==> src/rtl/instr_fetch_stage.sv <==
// Fetch front end: owns the PC, issues in-order word fetches under a credit
// limit, buffers returned words and hands {instr, instr_pc} to decode.
module instr_fetch_stage #(
  parameter logic [31:0] RESET_PC = 32'h0000_0000,
  parameter int          DEPTH    = 2
) (
  input  logic        clk,
  input  logic        rst_n,
  output logic        imem_req_valid,
  input  logic        imem_req_ready,
  output logic [31:0] imem_req_addr,
  input  logic        imem_resp_valid,
  input  logic [31:0] imem_resp_data,
  input  logic        redirect_valid,
  input  logic [31:0] redirect_pc,
  output logic        instr_valid,
  input  logic        instr_ready,
  output logic [31:0] instr,
  output logic [31:0] instr_pc
);

  localparam int CW = $clog2(DEPTH + 1);
  localparam int PW = (DEPTH > 1) ? $clog2(DEPTH) : 1;
  localparam logic [31:0] NOP = 32'h0000_0013;

  logic [31:0]   fetch_pc_q, fetch_pc_d;
  logic [31:0]   resp_pc_q, resp_pc_d;
  logic [CW-1:0] pending_q, pending_d;
  logic [CW-1:0] drop_q, drop_d;
  logic [CW-1:0] count_q, count_d;
  logic [PW-1:0] wr_ptr_q, wr_ptr_d;
  logic [PW-1:0] rd_ptr_q, rd_ptr_d;
  logic [31:0]   fifo_pc_q   [DEPTH];
  logic [31:0]   fifo_word_q [DEPTH];

  logic [CW:0]   credit_used;
  logic          req_fire, stale_resp, push, pop;
  logic [31:0]   redirect_target;

  function automatic logic [PW-1:0] ptr_inc(input logic [PW-1:0] p);
    return (p == PW'(DEPTH - 1)) ? '0 : p + 1'b1;
  endfunction

  always_comb begin
    redirect_target = redirect_pc & ~32'h3;
    credit_used     = {1'b0, pending_q} + {1'b0, count_q};
    imem_req_valid  = rst_n & ~redirect_valid & (credit_used < (CW+1)'(DEPTH));
    imem_req_addr   = fetch_pc_q;
    req_fire        = imem_req_valid & imem_req_ready;
    stale_resp      = imem_resp_valid & (drop_q != '0);
    push            = imem_resp_valid & (drop_q == '0) & ~redirect_valid;
    instr_valid     = (count_q != '0);
    pop             = instr_valid & instr_ready & ~redirect_valid;
    instr           = instr_valid ? fifo_word_q[rd_ptr_q] : NOP;
    instr_pc        = instr_valid ? fifo_pc_q[rd_ptr_q] : 32'h0;
  end

  always_comb begin
    fetch_pc_d = fetch_pc_q;
    resp_pc_d  = resp_pc_q;
    pending_d  = pending_q + CW'(req_fire) - CW'(imem_resp_valid);
    drop_d     = drop_q - CW'(stale_resp);
    count_d    = count_q + CW'(push) - CW'(pop);
    wr_ptr_d   = push ? ptr_inc(wr_ptr_q) : wr_ptr_q;
    rd_ptr_d   = pop ? ptr_inc(rd_ptr_q) : rd_ptr_q;
    if (req_fire) fetch_pc_d = fetch_pc_q + 32'd4;
    // Non-stale responses come back in request order from one sequential run,
    // so the PC of the next good word is just a counter from the last target.
    if (push) resp_pc_d = resp_pc_q + 32'd4;
    if (redirect_valid) begin
      fetch_pc_d = redirect_target;
      resp_pc_d  = redirect_target;
      // Every request still outstanding after this edge becomes stale.
      drop_d     = pending_q - CW'(imem_resp_valid);
      count_d    = '0;
      wr_ptr_d   = '0;
      rd_ptr_d   = '0;
    end
  end

  always_ff @(posedge clk) begin
    if (!rst_n) begin
      fetch_pc_q <= RESET_PC;
      resp_pc_q  <= RESET_PC;
      pending_q  <= '0;
      drop_q     <= '0;
      count_q    <= '0;
      wr_ptr_q   <= '0;
      rd_ptr_q   <= '0;
    end else begin
      fetch_pc_q <= fetch_pc_d;
      resp_pc_q  <= resp_pc_d;
      pending_q  <= pending_d;
      drop_q     <= drop_d;
      count_q    <= count_d;
      wr_ptr_q   <= wr_ptr_d;
      rd_ptr_q   <= rd_ptr_d;
      if (push && !pop)
        assert (count_q != CW'(DEPTH)) else $error("instruction buffer overflow");
    end
  end

  always_ff @(posedge clk) begin
    if (rst_n && push) begin
      fifo_pc_q[wr_ptr_q]   <= resp_pc_q;
      fifo_word_q[wr_ptr_q] <= imem_resp_data;
    end
  end

endmodule

==> config.mk <==
export PLATFORM = sky130hd
export DESIGN_NAME = instr_fetch_stage
export DESIGN_NICKNAME = d
export VERILOG_FILES = /design/src/rtl/instr_fetch_stage.sv
export SDC_FILE = /design/constraint.sdc
export NUM_CORES = 1
export LEC_CHECK = 0
export ABC_AREA = 1
export CORE_MARGIN = 2
export CORE_UTILIZATION = 57
export CTS_CLUSTER_DIAMETER = 120
export DETAILED_ROUTE_END_ITERATION = 6
export GPL_TIMING_DRIVEN = 0
export HOLD_SLACK_MARGIN = 0.08
export PLACE_DENSITY_LB_ADDON = 0.08
export SYNTH_ARGS = -nofsm -noshare
export SYNTH_HDL_FRONTEND = slang
export SYNTH_SLANG_ARGS = --single-unit
==> constraint.sdc <==
create_clock -name clk -period 11.9 [get_ports clk]
set_clock_uncertainty 0.1 [all_clocks]
set_input_delay 3.57 -clock clk [delete_from_list [all_inputs] [get_ports clk]]
set_output_delay 3.57 -clock clk [all_outputs]
set_load 0.005 [all_outputs]
==> summary.md <==
| Metric | Value |
|---|---|
| Sw frac | 0.257 |
| Synth area leaders | edfxtp_1 40%, dfxtp_1 15%, nand2_1 14% |
| Final setup vio count | 0 |
| RR Startpoint | count_q[1]$_SDFF_PP0_ |
| CP startpoint | redirect_valid |
| CP Launch Type | primary input |
| Final-report hold violation count | 0 |
| Yosys cell types | 43 |
| Seq pwr share | 0.521 |
| Fin. max-slew vios | 0 |
| RSZ-0062 raised after global routing | no |
| R2r worst-path depth | 10 |
| Commonest cells after routing, fill and taps aside | 345 x nand2_1, 160 x clkdlybuf4s50_1, 125 x a21oi_1 |
| Layout cells sized above 1 | 0.0802 |
| Max_cap viols | 0 |
| Primary FF master, synth | edfxtp_1 |
| Most common cell after layout, fill and taps aside | nand2_1 |
| Die Wd | 132 um |
| Yosys top cell by area | edfxtp_1 |
| Post-synth EDFFs | 124 |
| Reg2Reg Capture Point | count_q[1]$_SDFF_PP0_ |
| CORE AREA | 0.0159 mm^2 |
| Crit path max fanout | 10 |
| CTS H-tree lvls | 4 |
| Routed wire per std cell | 16.1 um |
| DRT Wirelength | 24400 um |
| I/O pin cnt | 168 |
| Worst Max-Slew Pin Slew | 0.793 ns |
| Port Buffers | 160 |
| Final GP Congestion | 0.955 |
| Worst setup EP type | output port |
| Post-CTS setup buffer count | 0 |
| # fillers | 1210 |
| Post-CTS Resized | 0 |
| Crit path DAT | 5.40 ns |
| Comb power frac | 0.112 |
| Vias in the first global route | 7695 |
| Worst hold path class | flop to flop |
| Fin util | 0.746 |
| First-pass GRT wire length | 39200 um |
| Pre-antenna DRT Iters | 7 |
| Min Clock Period, post-route | 9.07 ns |
| Worst IR drop on VDD | 106 uV |
| Layout overhead on the synthesized area | 27.7% |
| Cell count after placement | 1481 |
| Critical path capture point | imem_req_valid |
| Pwr dens | 124 mW/mm^2 |
| Clk root buf | clkbuf_16 |
| Final Non-Filler Cells | 1513 |
| Number of cell rows | 46 |
| Vias per std cell | 5.40 |
| Status | finished clean |
| Setup TNS | 0 ns |
| Longest Clk Path Bufs | 2 |
| Worst path required time | 8.23 ns |
| Post-Syn Area | 0.00928 mm^2 |
| Rel. slew slack | 0.468 |
| Initial core utilization | 0.584 |
| Clock power share | 0.366 |
| Max Fclk | 110 MHz |
| Tcrit/Tclk final | 0.762 |
| Ys async rst share | 0 |
| CTS Buf Count | 17 |
| Die Y | 132 um |
| WS Path Type | primary input to output port |
| Initial detailed-routing violation count | 673 |
| Leak pwr | 4.45 nW |
| Hold_buf cts | 0 |
| Nets | 1363 |
| Net Switching | 0.378 mW |
| Gr usage total | 0.286 |
| N_diodes | 0 |
| DR vias | 8173 |
| Antenna Nets Post-Route | 0 |
| GRT overflow | 0 |
| Pint | 1.09 mW |
| #FFs+latches synth | 193 |
| CTS tree | done |
| Area share of the largest cell type after synthesis | 0.401 |
| Hold_ws | 0.385 ns |
| R2R Setup Slk | 9.24 ns |
| Initial antenna violation count | 0 |
| Syn Area/Cell | 8.50 um^2 |
| Hpwl dp | 18100 um |
| PnR Total Power | 1.47 mW |
| Die area | 0.0173 mm^2 |
| Clock sink count | 193 |
| Worst-path clk slew | 0.07 ns |
| Worst-skew pair later-pin latency | 0.44 ns |
| Register area share after synthesis | 0.550 |
| Yosys warnings | 0 |
| Post-route DRC | 0 |
| Largest net degree at the start of global routing | 19 |
| Post-Synthesis Cells | 1091 |
## sequential cells by signal, indices dropped and copies added (netlist names), named ones only
register and flops:
wr_ptr_q 1, resp_pc_q 30, pending_q 2, fifo_word_q 64, fifo_pc_q 60, count_q 2, drop_q 2, rd_ptr_q 1
imem_req_addr 30
## through the flow
step / setup slack [ns] / cell area, um^2
floorplan: 3.02 / 9290
global placement: 0.325 / 11200
finish: 2.83 / 11800
detailed placement: 2.86 / 11300
CTS: 2.86 / 11800
global route: 2.78 / 11800
## power groups by stage
| stage | Combinational (mW) | Clock, mW | Sequential, mW |
|---|---|---|---|
| 2_1_floorplan | 0.0815 | 0 | 0.774 |
| 3_3_place_gp | 0.156 | 0 | 0.781 |
| 3_5_place_dp | 0.162 | 0 | 0.779 |
| 4_1_cts | 0.164 | 0.541 | 0.765 |
| 5_1_grt | 0.181 | 0.567 | 0.769 |
| 6_report | 0.165 | 0.538 | 0.765 |
## cell type report
type	count	area [um^2]	area share
Buffer	44	230	0.0194
Clock buffer	18	429	0.0362
Clock inverter	14	124	0.0105
Inverter	104	395	0.0334
Multi-Input combinational cell	753	3570	0.301
Sequential cell	193	5100	0.431
Tap cell	216	270	0.0228
Timing Repair Buffer	171	1730	0.146
## synth_stat cells, types with 5 or more instances
| cell | instances |
|---|---|
| nand2_1 | 345 |
| a21oi_1 | 125 |
| edfxtp_1 | 124 |
| inv_1 | 96 |
| dfxtp_1 | 69 |
| nand3_1 | 67 |
| nor2_1 | 67 |
| o21ai_0 | 38 |
| clkbuf_1 | 22 |
| o21ai_1 | 16 |
| nor2_2 | 12 |
| buf_2 | 10 |
| nand4_1 | 9 |
| buf_4 | 8 |
| ha_1 | 8 |
| nor2_4 | 7 |
| a31oi_1 | 6 |
| xnor2_1 | 6 |
| xor2_1 | 6 |
| inv_2 | 5 |
| nor3_1 | 5 |
## layer usage
metal	vias up	GRT usage	share of wire
met5	-	0	0
met4	0	0.124	0.034
li1	3999	-	-
met2	341	0.482	0.48
met1	3778	0.370	0.41
met3	55	0.0413	0.071
## worst min-delay path by stage
stage          cells after the start  slack [ns]                    end                   from
5_1_grt                            2        0.42  rd_ptr_q$_SDFFE_PP0P_  rd_ptr_q$_SDFFE_PP0P_
2_1_floorplan                      2        0.35                   flop  rd_ptr_q$_SDFFE_PP0P_
3_5_place_dp                       2        0.37  rd_ptr_q$_SDFFE_PP0P_  rd_ptr_q$_SDFFE_PP0P_
3_3_place_gp                       2        0.36  rd_ptr_q$_SDFFE_PP0P_  rd_ptr_q$_SDFFE_PP0P_
6_report                           2        0.39  rd_ptr_q$_SDFFE_PP0P_  rd_ptr_q$_SDFFE_PP0P_
4_1_cts                            2        0.38  rd_ptr_q$_SDFFE_PP0P_  rd_ptr_q$_SDFFE_PP0P_
## cells by family (layout without fill, tap and decap cells)
logic type / count (synthesis) / count (layout) / synth area share
other: 1 / 4 / 0.000404
xor gates and xnor gates: 12 / 12 / 0.0113
and+or+nand+nor: 530 / 530 / 0.247
DFF: 193 / 193 / 0.550
buffers and inverters: 148 / 351 / 0.0674
AOI/OAI and AO/OA: 198 / 198 / 0.111
adders and majority gates: 9 / 9 / 0.0130
## critical path, cell delays in order
cell             delay, ns
clkdlybuf4s50_1       0.58
nor2_8                0.26
buf_2                 0.31
nand3_1               0.12
inv_1                 0.07
clkdlybuf4s50_1       0.49
Note: power is estimated with default switching activity, not from simulation.
